==> config.mk <==
export PLATFORM = sky130hd
export DESIGN_NAME = dot_product_seq
export DESIGN_NICKNAME = d
export VERILOG_FILES = /design/src/rtl/dot_product_pkg.sv /design/src/rtl/dot_product_mac.sv /design/src/rtl/dot_product_seq.sv
export SDC_FILE = /design/constraint.sdc
export NUM_CORES = 1
export LEC_CHECK = 0
export CAP_MARGIN = 20
export CELL_PAD_IN_SITES_DETAIL_PLACEMENT = 1
export CELL_PAD_IN_SITES_GLOBAL_PLACEMENT = 1
export CORE_ASPECT_RATIO = 0.75
export CORE_MARGIN = 4
export CORE_UTILIZATION = 45
export CTS_BUF_LIST = sky130_fd_sc_hd__clkbuf_8
export DETAILED_ROUTE_END_ITERATION = 12
export PLACE_DENSITY = 0.85
export SYNTH_ARGS = -nofsm -noshare
export SYNTH_HDL_FRONTEND = slang
export SYNTH_HIERARCHICAL = 1
export SYNTH_SLANG_ARGS = --single-unit
==> constraint.sdc <==
create_clock -name clock -period 13.9 [get_ports clock]
set_clock_uncertainty 0.15 [all_clocks]
set_input_delay 2.78 -clock clock [delete_from_list [all_inputs] [get_ports clock]]
set_output_delay 2.78 -clock clock [all_outputs]
set_load 0.01 [all_outputs]
==> src/rtl/dot_product_pkg.sv <==
// rtl/dot_product_pkg.sv - shared types and width helper for the sequential dot product
//
// Purpose: holds the controller state encoding and the result-width function
//          used by dot_product_seq to size OW.
// Contents:
//   state_t       IDLE / RUN / DONE
//   result_width  2*dw + clog2(n): enough bits that n full-scale products never overflow

package dot_product_pkg;

  typedef enum logic [1:0] {
    IDLE = 2'd0,
    RUN  = 2'd1,
    DONE = 2'd2
  } state_t;

  function automatic int result_width(input int n, input int dw);
    return 2 * dw + $clog2(n);
  endfunction

endpackage

==> src/rtl/dot_product_mac.sv <==
// rtl/dot_product_mac.sv - combinational multiply-accumulate step acc + a*b
//
// Purpose: one MAC step of the dot product at the full result width.
// Configuration: DOT_PRODUCT_SEQ_SIGNED_EN defined -> a, b are two's complement
//                and the product is sign-extended; otherwise unsigned, zero-extended.
// Ports:
//   acc       in   OW  running sum
//   a, b      in   DW  current elements
//   acc_next  out  OW  acc + a*b

module dot_product_mac #(
  parameter int DW = 8,
  parameter int OW = 18
) (
  input  logic [OW-1:0] acc,
  input  logic [DW-1:0] a,
  input  logic [DW-1:0] b,
  output logic [OW-1:0] acc_next
);

`ifdef DOT_PRODUCT_SEQ_SIGNED_EN
  logic signed [2*DW-1:0] prod;
  assign prod = $signed(a) * $signed(b);
`else
  logic [2*DW-1:0] prod;
  assign prod = a * b;
`endif

  // The size cast extends according to the signedness of prod, so the same
  // line gives zero-extension (unsigned) or sign-extension (signed build).
  assign acc_next = acc + OW'(prod);

endmodule

==> src/rtl/dot_product_seq.sv <==
// rtl/dot_product_seq.sv - sequential N-element dot product, one element per clock
//
// Purpose: captures two N-element vectors on a valid/ready handshake, accumulates
//          A[i]*B[i] over N cycles and presents the sum until the consumer takes it.
// Configuration: DOT_PRODUCT_SEQ_SIGNED_EN selects two's-complement elements/result.
// Ports:
//   clock      in   1     rising-edge clock
//   reset_n    in   1     asynchronous active-low reset
//   in_valid   in   1     request carries a vector pair
//   in_ready   out  1     request accepted this cycle
//   inp1/inp2  in   N*DW  vectors A/B, element i at [(i+1)*DW-1 : i*DW]
//   out_valid  out  1     outp holds a completed result
//   out_ready  in   1     consumer takes the result this cycle
//   outp       out  OW    sum of A[i]*B[i]
//   busy       out  1     accumulating

module dot_product_seq
  import dot_product_pkg::*;
#(
  parameter  int N  = 4,
  parameter  int DW = 8,
  localparam int OW = result_width(N, DW)
) (
  input  logic          clock,
  input  logic          reset_n,
  input  logic          in_valid,
  output logic          in_ready,
  input  logic [N*DW-1:0] inp1,
  input  logic [N*DW-1:0] inp2,
  output logic          out_valid,
  input  logic          out_ready,
  output logic [OW-1:0] outp,
  output logic          busy
);

  localparam int IW = (N > 1) ? $clog2(N) : 1;
  localparam logic [IW-1:0] LAST_IDX = IW'(N - 1);

  state_t          state, state_next;
  logic [N*DW-1:0] a_reg, b_reg;
  logic [OW-1:0]   acc, acc_next;
  logic [IW-1:0]   idx;
  logic [DW-1:0]   a_elem, b_elem;
  logic            accept;

  // Accepting in DONE while the consumer takes the result gives back-to-back
  // operation with no idle cycle between results.
  assign in_ready  = (state == IDLE) || ((state == DONE) && out_ready);
  assign accept    = in_valid && in_ready;
  assign out_valid = (state == DONE);
  assign busy      = (state == RUN);
  assign outp      = acc;

  assign a_elem = a_reg[idx*DW +: DW];
  assign b_elem = b_reg[idx*DW +: DW];

  dot_product_mac #(
    .DW(DW),
    .OW(OW)
  ) u_mac (
    .acc     (acc),
    .a       (a_elem),
    .b       (b_elem),
    .acc_next(acc_next)
  );

  always_ff @(posedge clock or negedge reset_n) begin
    if (!reset_n) begin
      state <= IDLE;
    end else begin
      state <= state_next;
    end
  end

  always_comb begin
    state_next = state;
    case (state)
      IDLE: if (accept) state_next = RUN;
      RUN:  if (idx == LAST_IDX) state_next = DONE;
      DONE: begin
        if (accept) begin
          state_next = RUN;
        end else if (out_ready) begin
          state_next = IDLE;
        end
      end
      default: state_next = IDLE;
    endcase
  end

  // Operands are latched on accept so the requester may change inp1/inp2
  // freely while the sum is being built.
  always_ff @(posedge clock or negedge reset_n) begin
    if (!reset_n) begin
      a_reg <= '0;
      b_reg <= '0;
      acc   <= '0;
      idx   <= '0;
    end else if (accept) begin
      a_reg <= inp1;
      b_reg <= inp2;
      acc   <= '0;
      idx   <= '0;
    end else if (state == RUN) begin
      acc <= acc_next;
      idx <= idx + IW'(1);
    end
  end

endmodule

Yosys cells after proc, flatten, opt, wreduce, memory -nomap -nowiden
Cells that the tools add are included.
{"block": "classes", "n_addsub": 2, "eq_ne": 6, "muxes": 9, "reduce_logical": 6, "mul": 1, "n_shift": 2}
{"op": "$shiftx 32x6->8", "count": 2}
{"op": "$mux 18", "count": 2}
{"op": "$add 18x16->18", "count": 1}
{"op": "$mul 8x8->16", "count": 1}
{"op": "$mux 2", "count": 6}
{"op": "$pmux 2 s3", "count": 1}
{"op": "$eq 2x2->1 const B", "count": 2}
{"op": "$ne 3x1->1 const B", "count": 1}
{"op": "$reduce_and 3->1", "count": 1}
{"op": "$add 2x1->2 const B", "count": 1}
{"op": "$eq 2x1->1 const B", "count": 1}
{"op": "$logic_and 1x1->1", "count": 2}
{"op": "$logic_not 2->1", "count": 1}
{"op": "$ne 2x1->1 const B", "count": 1}
{"op": "$ne 2x2->1 const B", "count": 1}
{"op": "$reduce_bool 2->1", "count": 1}
{"op": "$logic_or 1x1->1", "count": 1}
{"block": "word_totals", "reg_bits": 86, "output_inout_bits": 21}

Longest topological paths before layout
Gate-level depths: netlist of run 1.
{"block": "logic_depth", "word_depth": 6, "ltp_mapped": 20, "mapped_depth_nobuf": 18}

Modules after synthesis
The synthesis of run 1 kept the hierarchy.
{"module": "dot_product_seq", "instances": 1, "seq_area_each_um2": 2152.1, "cells_each": 236, "area_per_inst_um2": 4025.1}
{"module": "dot_product_mac", "instances": 1, "seq_area_each_um2": 0.0, "cells_each": 333, "area_per_inst_um2": 2753.9}

Least setup slack after synthesis of run 1
Ideal clock, no wire load.
{"block": "synth_timing", "path_kind": "input -> output", "startpoint": "input port out_ready", "endpoint": "output port in_ready", "setup_slack_ps": 8006, "cell_stages": 2, "t_arrival_ps": 2964, "t_required_ps": 10970, "cell_sequence": "nor2b_4 -> nor2_1"}
{"block": "synth_between", "elab_chain_len": 2}
{"item": "from (decl)", "line_no": "dot_product_seq.sv:31", "source": "input logic out_ready,"}
{"item": "$logic_and 1x1->1", "line_no": "dot_product_seq.sv:48", "source": "assign in_ready = (state == IDLE) || ((state == DONE) && out_ready);"}
{"item": "$logic_or 1x1->1", "line_no": "dot_product_seq.sv:48"}
{"item": "to (decl)", "line_no": "dot_product_seq.sv:27", "source": "output logic in_ready,"}
No other way between the ends.

Worst setup path after layout of run 1
Ends and elaborated chain as after synthesis.

==> results of run 1 <==
[cell type report]
type | count | share of cell area, %
tap | 200 | 3.12
clock buffer | 9 | 1.54
inverter | 93 | 4.35
sequential | 86 | 26.8
multi-input combinational | 371 | 51.8
timing repair buffer | 92 | 11.6
clock inverter | 7 | 0.764
[kinds of logic (layout without fill, tap and decap cells)]
kind of cell	Yosys count	in the layout	synth area share, %
buffers and inverters	112	201	7.05
AND/OR/NAND/NOR	118	118	9.45
flip-flops	86	86	31.7
AO/OA/AOI/OAI	51	51	6.00
multiplexers	101	101	22.1
adder cells (fa/ha/maj)	91	91	22.3
XOR/XNOR	10	10	1.29
[how the worst max path moves through the flow]
stage                   start       end  cells after the start
floorplan           out_ready  in_ready                      2
global placement    out_ready  in_ready                      4
detailed placement  out_ready  in_ready                      4
CTS                 out_ready  in_ready                      4
global route        out_ready  in_ready                      4
finish              out_ready  in_ready                      4
[layer usage]
layer | track usage (%) | wire [um] | share of wire [%] | vias up
met5 | 0 | 0 | 0 | -
met1 | 27.0 | 7390 | 45 | 2380
met4 | 4.08 | 178 | 1.1 | 0
met2 | 37.3 | 8410 | 51 | 86
li1 | - | - | - | 2064
met3 | 3.60 | 604 | 3.6 | 15
[cells in the final DEF, fill, tap and decap left out, types with 2 or more instances in the layout]
cell / n
and3_4: 2
inv_8: 2
dfrtp_1: 86
a22o_1: 20
mux4_2: 16
nor2b_1: 5
nand2_1: 41
buf_4: 4
fa_1: 50
and2_1: 33
o211ai_1: 2
mux2_4: 49
clkdlybuf4s50_1: 87
a21oi_1: 10
mux2_2: 35
clkbuf_8: 9
nor3_1: 3
o21ai_1: 3
xnor2_1: 7
nand3_1: 5
inv_1: 93
inv_6: 3
ha_1: 41
o21ai_0: 3
nor2_1: 12
xor2_1: 3
nand2b_1: 3
o2111ai_1: 2
nor4b_1: 2
[metrics by stage]
step | hold slack (ns) | cell area, um^2
detailed placement | 0.343 | 7810
floorplan | 0.325 | 6780
global placement | 0.336 | 7810
global route | 0.373 | 8020
CTS | 0.368 | 8000
finish | 0.366 | 8020
[critical path, stage by stage]
cell             delay [ns]
clkdlybuf4s50_1        0.53
nor2b_4                0.06
nor2_1                 0.09
clkdlybuf4s50_1        0.56
[cells in the mapped netlist (all sizes together), types with 2 or more instances]
master    n
o21ai     7
mux2     84
and2     35
a211oi    2
and3      3
nor3b     2
nor3      4
ha       41
nor2b     6
a22o     20
nor2     12
fa       50
o2111ai   2
nand2    41
nand3     5
nor4b     2
xnor2     7
a21oi    10
a21boi    2
nand2b    3
o211ai    2
inv      93
clkbuf    5
mux4     16
buf      14
xor2      3
dfrtp    86
==> metrics.csv, run 1 <==
metric,value,unit
status,"finished, final reports clean",
maxCapViolations,0,
reg2reg_from,idx[1],
rows,38,
yosys-top-cells-area,"dfrtp_1 32%, fa_1 15%, mux2_4 11%",
slew_headroom,25.3,%
avgSynthCellArea,11.9,um^2
hold_depth,1,
clockRootBuffer,clkbuf_8,
grt_first_pass_wirelength,28000,um
rrSetupSlack,7.69,ns
final_cells,858,
worstPathMaxFanout,2,
pin_count,89,
ys_seq_area_share,31.7,%
area_delta_synth_final,18.4,%
ys.flop_type,dfrtp_1,
place_hpwl,12700,um
final_nets,812,
start_util,46.4,%
maxSlewViolCount,0,
worstHoldEndpoint,a_reg[21],
wirelength,16600,um
post_drt_wl_per_cell,19.3,um
dr.pass1.iters,4,
seq_area,0.00215,mm^2
dp_cells,841,
fin_util,55.0,%
synth-edff-count,0,
async_flop_share,100,%
portBuffers,88,
overflow,0,
hold_viol,0,
yosys_warnings,6,
gp_congestion,0.811,
layout_setup_ws,6.95,ns
synth_seq_cells,86,
numCtsBuffers,9,
via_count,4545,
worstMarginPinSlew,1.12,ns
r2r_end,outp[14],
grt_setup_unrepaired,no,
setup_viol,0,
die_area,0.0171,mm^2
cts_resized,0,
synth_top_area_share,31.7,%
reg2reg_depth,16,
cts_setup_buffers,0,
min_from,a_reg[21],
ant_nets,0,
cts_buffer_depth,2,
drive_gt1_share,20.1,%
cts_hold_buf,0,
yosysTopAreaCell,dfrtp_1,
synthCells,569,
holdCritPathClass,flop to flop,
clk_pin_slew,0.10,ns
worst-endpoint-required,10.97,ns
yosysUniqueCellTypes,51,
start_kind,primary input,
cts_tree,done,
first_global_vias,5443,
worstPathArrival,4.02,ns
drc,0,
critical_path_class,primary input to output port,
end_kind,output port,
core,0.0146,mm^2
finalCriticalPeriod,6.95,ns
fp.dieH,114,um
syn_nets,728,
synth_area,0.00678,mm^2
grtUsageTotal,20.9,%
grt_max_degree,87,
clk_latency,0.38,ns
cts_sinks,86,
fill_cells,1530,
viasPerCell,5.30,
period_share,50.0,%
drt_iter0_drc,193,
dp_slack,6.96,ns
htreeDepth,3,
die_w,150,um
clock.fmax,144,MHz
diodes,0,
multi_input_comb_area,0.00416,mm^2
antenna_found_initial,0,
setup_tns,0,ns
Power of run 1 is not shown: default switching activity piles up to over one toggle a cycle in this logic, so the estimate is an artifact.
==> inputs of run 2 (changes only) <==
CORE_UTILIZATION = 42   (was 45)
PLACE_DENSITY = 0.83   (was 0.85)
clock period = 6 ns   (was 13.9 ns; I/O delays follow)
==> run 2 against run 1 <==
Net effect:
- worst setup slack got worse by 6.8 ns
- cell count rose by 1.3%
- sequential share of layout area fell by 0.27 points
- count of clock-buffer cells in the layout rose by 2
- global-route usage fell by 1.6 points
- flip-flop and latch count did not move
- die area rose by 6.7%
==> metrics.csv, run 2 (synthesis gave the netlist of run 1 again) <==
metric,value,unit,change
overflow,0,,unchanged
fin_area,0.00811,mm^2,+1.1%
via_count,4564,,+0.42%
cts_hold_buf,0,,unchanged
first_global_vias,5110,,-6.1%
dp_cells,850,,+1.1%
status,"finished, final reports clean",,
antenna_found_initial,0,,unchanged
setup_viol,0,,unchanged
hold_viol,0,,unchanged
hold_depth,1,,unchanged
finalCriticalPeriod,5.84,ns,
rows,39,,+2.6%
start_util,43.7,%,-2.8 points
maxSlewViolCount,0,,unchanged
setup_tns,0,ns,unchanged
reg2reg_depth,17,,+1
final_cells,869,,+1.3%
drc,0,,unchanged
clock.fmax,171,MHz,
core,0.0155,mm^2,+6.3%
end_kind,flop,,
cts_sinks,86,,unchanged
critical_path_class,flop to flop,,
fp.dieH,118,um,+3.3%
worst-endpoint-required,6.11,ns,-4.86 ns
gp_congestion,0.836,,+3.0%
post_drt_wl_per_cell,19.8,um,+2.7%
drive_gt1_share,20.8,%,+0.72 points
holdCritPathClass,flop to flop,,
numCtsBuffers,9,,unchanged
final_cell_mix,"93 x inv_1, 87 x clkdlybuf4s50_1, 85 x dfrtp_1",,
die_w,155,um,+3.3%
period_share,97.3,%,
grtUsageTotal,19.2,%,-1.6 points
diodes,0,,unchanged
viasPerCell,5.25,,-0.85%
place_hpwl,13300,um,+4.8%
ant_nets,0,,unchanged
grt_first_pass_wirelength,27800,um,-0.86%
worstPathArrival,5.95,ns,+1.93 ns
dpl-instance-area,0.00786,mm^2,+0.58%
portBuffers,88,,unchanged
pin_count,89,,unchanged
wirelength,17200,um,+4.0%
cts_tree,done,,
htreeDepth,3,,unchanged
slew_headroom,28.8,%,+3.5 points
clk_pin_slew,0.09,ns,about the same
grt_max_degree,87,,unchanged
area_delta_synth_final,19.6,%,
drt_iter0_drc,215,,+11%
fill_cells,1634,,+6.8%
fin_util,52.3,%,-2.7 points
cts_buffer_depth,2,,unchanged
clockRootBuffer,clkbuf_8,,
clk_latency,0.38,ns,about the same
die_area,0.0183,mm^2,+6.7%
start_kind,flop,,
layout_commonest_cell,inv_1,,
worstPathMaxFanout,15,,+13
maxCapViolations,0,,unchanged
final_nets,819,,+0.86%
worstMarginPinSlew,1.07,ns,-0.0523 ns
dr.pass1.iters,4,,unchanged
-- run 2: changes by cell type in the layout (fill, tap and decap cells not counted), moves of 2 or more --
cell	change
inv_8	-2
inv_6	-2
buf_4	+5
clkbuf_8	+2
-- run 2: cell type report --
type                       count  area [um^2]  area share [%]
clock inverter                 4         30.0           0.370
timing repair buffer          99         1010            12.5
clock buffer                  11          151            1.87
sequential                    86         2150            26.6
inverter                      93          349            4.30
tap                          205          256            3.16
multi-input combinational    371         4160            51.2
-- run 2: repair_timing --
| action | CTS | global route |
|---|---|---|
| setup buffers | 0 | 2 |
| gates resized for setup | 0 | 2 |
| endpoints found under the setup margin | 0 | 7 |
-- run 2: path summary, 6_finish.rpt --
check                      startpoint        end  slack [ns]
max in group asynchronous     reset_n  a_reg[15]        4.44
max                            idx[0]   outp[10]        0.16
max reg2reg                    idx[0]   outp[10]        0.16
min reg2reg                 a_reg[22]  a_reg[22]        0.36
min                         a_reg[22]  a_reg[22]        0.36
min in group asynchronous     reset_n   outp[11]        0.63
-- run 2: routing by layer --
layer / global-route usage [%] / routed length [um] / part of all wire, % / vias to the layer above
li1: - / - / - / 2092
met1: 27.5 / 8260 / 48 / 2353
met2: 30.7 / 8140 / 47 / 105
met3: 3.82 / 691 / 4.0 / 14
met4: 3.70 / 148 / 0.86 / 0
met5: 0 / 0 / 0 / -
-- run 2: worst max-delay path: stages, from the launching register on --
cell	delay, ns
dfrtp_1	0.42
buf_12	0.19
mux4_2	0.65
and2_1	0.21
fa_1	0.47
fa_1	0.56
inv_1	0.05
fa_1	0.46
fa_1	0.55
inv_1	0.04
ha_1	0.35
a21oi_1	0.14
o21ai_1	0.17
a2111oi_1	0.55
nor3_1	0.14
xor2_1	0.17
mux2_2	0.27
a22o_1	0.17
-- run 2: through the flow --
stage / worst slack (ns) / hold WS [ns]
finish: 0.163 / 0.365
global route: -0.0269 / 0.383
CTS: 0.0312 / 0.366
detailed placement: 0.0254 / 0.343
global placement: 0.248 / 0.336
floorplan: 0.222 / 0.325
Power of run 2 is left out for the same reason.
